[src/rtl/hazard_ctrl_pkg.sv]
// Shared widths, defaults and helpers for the hazard controller.
package hazard_ctrl_pkg;
  localparam int MD_LAT_DEF = 4;   // Hi/Lo producer latency in cycles
  localparam int REG_W      = 5;   // register index width
  localparam int MD_CNT_W   = 4;   // Hi/Lo busy counter width
  localparam int PERF_W     = 16;  // performance counter width

  // A match needs a real destination: register 0 is hardwired and never a hazard.
  function automatic logic reg_match(input logic [REG_W-1:0] dst,
                                     input logic [REG_W-1:0] src);
    return (dst != '0) && (dst == src);
  endfunction
endpackage

[src/rtl/hilo_busy_tracker.sv]
// Counts down the remaining cycles until a mult/div result is in Hi/Lo.
module hilo_busy_tracker
  import hazard_ctrl_pkg::*;
#(
  parameter int MD_LAT = MD_LAT_DEF
) (
  input  logic i_clk,
  input  logic i_rst,
  input  logic i_load,
  output logic o_busy
);
  logic [MD_CNT_W-1:0] r_cnt;

  // Load latency on an accepted mult/div, otherwise drain toward zero; reset abandons the count.
  always_ff @(posedge i_clk) begin
    if (i_rst)             r_cnt <= '0;
    else if (i_load)       r_cnt <= MD_CNT_W'(MD_LAT);
    else if (r_cnt != '0)  r_cnt <= r_cnt - 1'b1;
  end

  assign o_busy = (r_cnt != '0);
endmodule

[src/rtl/hazard_ctrl.sv]
// ID-stage hazard detection: load-use, branch-operand and Hi/Lo stalls,
// redirect flushes, and saturating stall/flush performance counters.
module hazard_ctrl
  import hazard_ctrl_pkg::*;
#(
  parameter int MD_LAT = MD_LAT_DEF
) (
  input  logic              Clock,
  input  logic              Reset,
  input  logic [REG_W-1:0]  ID_Rs,
  input  logic [REG_W-1:0]  ID_Rt,
  input  logic              ID_UsesRt,
  input  logic              ID_IsBranch,
  input  logic              ID_IsMulDiv,
  input  logic              ID_ReadsHiLo,
  input  logic              BranchTaken,
  input  logic              Jump,
  input  logic              EX_MemRead,
  input  logic              EX_RegWrite,
  input  logic [REG_W-1:0]  EX_WriteReg,
  input  logic              MEM_MemRead,
  input  logic [REG_W-1:0]  MEM_WriteReg,
  output logic              PCWrite,
  output logic              IF_ID_Write,
  output logic              IF_ID_Write_Flush,
  output logic              ID_EX_Bubble,
  output logic [PERF_W-1:0] StallCount,
  output logic [PERF_W-1:0] FlushCount
);
  logic w_load_use, w_br_dep, w_md_busy, w_hilo_busy;
  logic w_stall, w_redirect, w_md_load;
  logic [PERF_W-1:0] r_stall_cnt, r_flush_cnt;

  // Hazard equations; Rt only counts for load-use when the instruction actually reads it.
  always_comb begin
    w_load_use = EX_MemRead &&
                 (reg_match(EX_WriteReg, ID_Rs) ||
                  (ID_UsesRt && reg_match(EX_WriteReg, ID_Rt)));
    w_br_dep   = ID_IsBranch &&
                 ((EX_RegWrite && (reg_match(EX_WriteReg, ID_Rs) ||
                                   reg_match(EX_WriteReg, ID_Rt))) ||
                  (MEM_MemRead && (reg_match(MEM_WriteReg, ID_Rs) ||
                                   reg_match(MEM_WriteReg, ID_Rt))));
    w_md_busy  = w_hilo_busy && (ID_ReadsHiLo || ID_IsMulDiv);
    w_stall    = w_load_use || w_br_dep || w_md_busy;
    w_redirect = (BranchTaken || Jump) && !w_stall;
  end

  // A mult stalled behind a busy unit is not accepted, so it must not reload the counter.
  assign w_md_load = ID_IsMulDiv && !w_stall;

  hilo_busy_tracker #(.MD_LAT(MD_LAT)) u_hilo (
    .i_clk  (Clock),
    .i_rst  (Reset),
    .i_load (w_md_load),
    .o_busy (w_hilo_busy)
  );

  // Pipeline control: reset freezes everything, stall beats redirect.
  always_comb begin
    PCWrite           = 1'b1;
    IF_ID_Write       = 1'b1;
    IF_ID_Write_Flush = 1'b1;
    ID_EX_Bubble      = 1'b0;
    if (Reset) begin
      PCWrite           = 1'b0;
      IF_ID_Write       = 1'b0;
      IF_ID_Write_Flush = 1'b0;
      ID_EX_Bubble      = 1'b1;
    end else if (w_stall) begin
      PCWrite           = 1'b0;
      IF_ID_Write       = 1'b0;
      ID_EX_Bubble      = 1'b1;
    end else if (w_redirect) begin
      IF_ID_Write_Flush = 1'b0;
    end
  end

  // Saturating performance counters.
  always_ff @(posedge Clock) begin
    if (Reset) begin
      r_stall_cnt <= '0;
      r_flush_cnt <= '0;
    end else begin
      if (w_stall && (r_stall_cnt != '1))    r_stall_cnt <= r_stall_cnt + 1'b1;
      if (w_redirect && (r_flush_cnt != '1)) r_flush_cnt <= r_flush_cnt + 1'b1;
    end
  end

  assign StallCount = r_stall_cnt;
  assign FlushCount = r_flush_cnt;
endmodule

[config.mk]
export PLATFORM = sky130hd
export DESIGN_NAME = hazard_ctrl
export DESIGN_NICKNAME = d
export VERILOG_FILES = /design/src/rtl/hazard_ctrl_pkg.sv /design/src/rtl/hilo_busy_tracker.sv /design/src/rtl/hazard_ctrl.sv
export SDC_FILE = /design/constraint.sdc
export NUM_CORES = 1
export LEC_CHECK = 0
export CAP_MARGIN = 25
export CORE_MARGIN = 4
export CORE_UTILIZATION = 68
export CTS_CLUSTER_DIAMETER = 50
export CTS_CLUSTER_SIZE = 14
export DETAILED_ROUTE_END_ITERATION = 12
export DONT_BUFFER_PORTS = 1
export GPL_TIMING_DRIVEN = 1
export HOLD_SLACK_MARGIN = 0.08
export PLACE_DENSITY = 0.9
export SYNTH_ARGS = -nofsm -noshare
export SYNTH_HDL_FRONTEND = slang
export SYNTH_HIERARCHICAL = 1
export SYNTH_SLANG_ARGS = --single-unit
[constraint.sdc]
create_clock -name Clock -period 4.5 [get_ports Clock]
set_clock_uncertainty 0.1 [all_clocks]
set_input_delay 0.9 -clock Clock [delete_from_list [all_inputs] [get_ports Clock]]
set_output_delay 0.9 -clock Clock [all_outputs]
set_load 0.02 [all_outputs]
After elaboration in Yosys (flattened, before gate mapping). Cells that the tools add are included.

Bits in registers: 36. Bits of input ports: 31. Output and inout port bits: 36. Word-level logic and storage cells: 50.

Add/subtract/negate cells: 3. Eq/ne operators: 6. Muxes and demuxes: 9. Reductions and logical operators: 28.

Operators with widths (number): $add 16x1->16 const B (2); $ne 16x16->1 const B (2); $eq 5x5->1 (4); $logic_and 1x1->1 (14); $reduce_bool 5->1 (2); $logic_or 1x1->1 (8); $mux 1 (7); $mux 3 (2); $reduce_bool 4->1 (1); $sub 4x1->4 const B (1); $reduce_bool 2->1 (1); $reduce_or 2->1 (1); $logic_not 1->1 (1).

Depth between registers and ports, before layout.
Depth after elaboration: 13. Gate-level depth with buffers: 10. Gate-level depth less buffers: 8.

Modules after synthesis. Netlist, hierarchy kept.

By module, submodules not included: hazard_ctrl (instances 1, cells an instance 242, area each 2049.5 sq um); hilo_busy_tracker (instances 1, cells an instance 21, area each 212.7 sq um).

Worst setup path before layout. No wires, ideal clock.

Path type: input-to-output. Start point: in EX_WriteReg[0]. End point: out IF_ID_Write_Flush. Arrival time: 2.414 ns. Path slack: 1.086 ns. Stages on the path: 6. Path buffers: 0. Cells stage by stage: xor2_1 > or3_1 > o21ai_2 > nand3_4 > o211ai_1 > nor2b_1.

Word-level cells in the longest chain between the ends: 13. Elaborated cells between the ends (all ways): 19. Those cells by class: eq/ne (2); mux (3); reduce/logical (14).

Ends and longest elaborated chain: start: declaration (RTL line hazard_ctrl.sv:20) `input logic [REG_W-1:0] EX_WriteReg,`; $eq 5x5->1 / $reduce_bool 5->1 (equally long branches) (RTL line hazard_ctrl_pkg.sv:11) `return (dst != '0) && (dst == src);`; $logic_and 1x1->1 (RTL line hazard_ctrl_pkg.sv:11); $logic_or 1x1->1 (RTL line hazard_ctrl.sv:40) `((EX_RegWrite && (reg_match(EX_WriteReg, ID_Rs) ||`; $logic_and 1x1->1 (RTL line hazard_ctrl.sv:40); $logic_or 1x1->1 (RTL line hazard_ctrl.sv:41) `reg_match(EX_WriteReg, ID_Rt))) ||`; $logic_and 1x1->1 (RTL line hazard_ctrl.sv:39) `w_br_dep = ID_IsBranch &&`; $logic_or 1x1->1 * (2 in series) (RTL line hazard_ctrl.sv:45) `w_stall = w_load_use || w_br_dep || w_md_busy;`; $logic_not 1->1 (RTL line hazard_ctrl.sv:46) `w_redirect = (BranchTaken || Jump) && !w_stall;`; $logic_and 1x1->1 (RTL line hazard_ctrl.sv:46); $mux 1 (RTL line hazard_ctrl.sv:74) `end else if (w_redirect) begin`; $mux 1 * (RTL line hazard_ctrl.sv:70) `end else if (w_stall) begin`; $mux 1 * (RTL line hazard_ctrl.sv:65) `if (Reset) begin`; end: declaration (RTL line hazard_ctrl.sv:25) `output logic IF_ID_Write_Flush,`.

Mark *: on every way between the ends. The rest lies on a longest branch, timed or not.

Worst setup path after layout.
Start point: reg u_hilo.r_cnt[0]. End point: out ID_EX_Bubble.

Word-level cells in the longest chain between the ends: 5.

Ends and longest elaborated chain: start: declaration (RTL line hilo_busy_tracker.sv:12) `logic [MD_CNT_W-1:0] r_cnt;`; start signal: assignment (RTL line hilo_busy_tracker.sv:17) `else if (i_load) r_cnt <= MD_CNT_W'(MD_LAT);`; start signal: assignment (RTL line hilo_busy_tracker.sv:18) `else if (r_cnt != '0) r_cnt <= r_cnt - 1'b1;`; $reduce_bool 4->1 (RTL line hilo_busy_tracker.sv:21) `assign o_busy = (r_cnt != '0);`; net w_hilo_busy (RTL line hazard_ctrl.sv:30) `logic w_load_use, w_br_dep, w_md_busy, w_hilo_busy;`; $logic_and 1x1->1 (RTL line hazard_ctrl.sv:44) `w_md_busy = w_hilo_busy && (ID_ReadsHiLo || ID_IsMulDiv);`; $logic_or 1x1->1 (RTL line hazard_ctrl.sv:45); $mux 1 (RTL line hazard_ctrl.sv:70); $mux 1 (RTL line hazard_ctrl.sv:65); end: declaration (RTL line hazard_ctrl.sv:26) `output logic ID_EX_Bubble,`.

The timed path passes the listed nets, and every way through them passes these cells.

==> flow_summary.ini <==
[status]
status = completed

[finish]
stdcell_count = 306
final_util_pct = 76.8
fillers = 239
drive_gt1_share_pct = 13.4
nets = 295
diodes = 0
area_delta_synth_final_pct = 6.19

[cts]
numCtsBuffers = 5
cts_tree = done
max-clock-path-buffers = 2
cts.sinks = 36
clock-root-buffer = clkbuf_4
post_cts_buffers = 0
clock_latency_ns = 0.35
htreeDepth = 2
cts_hold_buf = 0
clkSlewWorstSetupHoldPaths_ns = 0.11
post_cts_resized = 0

[logic_synthesis]
netlist_instances = 263
synthArstFlopShare_pct = 0
yosysWarnings = 6
ys_seq_area_share_pct = 31.9
yosysTopAreaCellShare_pct = 31.9
yosysMostFrequentCell = dfxtp_1
yosys-top-cells-area = dfxtp_1, xnor2_1, nor2_1
synth_ff_type = dfxtp_1
synth_top_area_cell = dfxtp_1
synthDistinctLibCells = 54
syn_avg_cell_area_um2 = 8.60
syn_area_um2 = 2260
ys_seq_elements = 36
synth_edf_count = 0
yosys-top-cells-count = dfxtp_1, nor2_1, xnor2_1
synth_nets = 297

[floorplanning]
num_rows = 20
num_io_pins = 67
core_area_um2 = 3130
die_w_um = 65.7
start_util_pct = 72.3
dieArea_um2 = 4310
die_y_um = 65.7

[sta]
report.final.slew_viol_count = 0
tightest_slew_ns = 0.771
max-slew-margin-rel_pct = 48.4
hold_viol_final = 0
setup_ws_ns = 0.772
period_needed_ns = 3.73
fin_tns_setup_ns = 0
fin_crit_sh_pct = 82.8
max_freq_mhz = 268
setup_viol = 0
rsz0062_at_grt = no

[worst_setup_path]
worstPathRequired_ns = 3.50
critPathLaunchType = flop
critPathCaptureType = output pin
crit_type = reg2out
critPathMaxFanout = 5
crit_arrival_ns = 2.73

[routing]
drt-pass1-iter-count = 4
drt_iter0_drc = 128
wl_per_cell_um = 16.2
viasPerCell = 6.18
ant_nets = 0
drc_errors = 0
via_count = 1890
totalWireLength_mm = 4.94

[global_route]
overflow = 0
antenna_found_initial = 0
grt_pass1_vias = 1811
grt_max_degree = 52
grt.total_usage_pct = 23.9
grt_first_pass_wirelength_mm = 8.20

[flow_run]
maxCapViolations = 0

[placed_design]
dp_cells = 298
post-place-ws_ns = 0.881
dpl.hpwl_mm = 3.59
gp_congestion = 0.804
io_buffers = 0

[power_and_ir_drop]
p_leak_nw = 0.800
max-vdd-ir-drop_uv = 256
power.density_nw_per_um2 = 448

[worst_hold_path]
worst_hold_path_type = reg2reg
-- layout make-up --
cell class	instances	area, µm²	share of cell area (%)
clock buffers	5	37.5	1.56
clock inverters	3	90.1	3.75
inverters	9	33.8	1.41
multi-input cells	208	1460	60.7
flip-flops and latches	36	721	30.0
well taps	44	55.1	2.29
repair buffers	1	7.51	0.313
-- cells by family (layout without fill, tap and decap cells) --
logic type,after synthesis,after routing,synth area share [%]
DFF,36,36,31.9
xor gates and xnor gates,30,30,11.6
and+or+nand+nor,122,122,29.0
muxes,14,14,6.86
buffers and inverters,19,18,3.71
AOI/OAI and AO/OA,39,39,15.3
adders and majority gates,3,3,1.66
-- flip-flops by register name (all words and copies together) (netlist names) --
signal        flops
FlushCount       16
StallCount       16
u_hilo/r_cnt      4
-- cell usage in the layout, fill, tap and decap left out, types with 3 or more instances in the layout --
cell type,synthesis,final
dfxtp_1,36,36
inv_1,9,9
clkbuf_4,0,5
xnor2_1,23,23
mux2_2,8,8
nor2b_1,12,12
nor3_1,9,9
or4_1,3,3
and3_1,7,7
nor2_1,26,26
bufinv_16,0,3
a31o_2,3,3
xor2_1,7,7
nand3_1,16,16
nand2_1,20,20
a21oi_1,12,12
o21ai_0,4,4
nand4_1,6,6
ha_1,3,3
or3_1,6,6
mux2_1,4,4
-- per-stage QoR --
step	total power [mW]	hold slack (ns)	instance area (µm²)
2_1_floorplan	0.703	0.394	2260
3_3_place_gp	0.726	0.413	2270
3_5_place_dp	0.739	0.420	2270
4_1_cts	1.08	0.435	2400
5_1_grt	1.13	0.466	2400
6_report	1.08	0.440	2400
-- critical path: stages, from the launching register on --
cell and delay [ns]:
dfxtp_1 0.35, inv_1 0.06, ha_1 0.20, or3b_4 0.42
o21a_1 0.14, a41oi_4 0.19, nand2_1 0.14, nor2_1 0.61
inv_1 0.27
-- report_power, final --
part / internal, mW / leakage [nW] / switching, mW
sequential: 0.350 / 0.291 / 0.0578
clock: 0.229 / 0.0654 / 0.112
combinational: 0.136 / 0.444 / 0.192
-- final timing paths --
check	slack (ns)	startpoint	end	cells past startpoint
max	0.77	u_hilo/r_cnt[0]	ID_EX_Bubble	8
min	0.44	u_hilo/r_cnt[2]	u_hilo/r_cnt[2]	2
max reg2reg	1.78	u_hilo/r_cnt[0]	FlushCount[6]	9
min reg2reg	0.44	u_hilo/r_cnt[2]	u_hilo/r_cnt[2]	2
-- layer usage --
| layer | up-vias | wire, µm | track usage [%] | share of wire [%] |
|---|---|---|---|---|
| met1 | 879 | 1980 | 27.0 | 40 |
| met2 | 65 | 2540 | 42.4 | 51 |
| met4 | 0 | 82 | 8.29 | 1.7 |
| met5 | - | 0 | 0 | 0 |
| li1 | 933 | - | - | - |
| met3 | 13 | 341 | 6.67 | 6.9 |
Note: power is estimated with default switching activity, not from simulation.
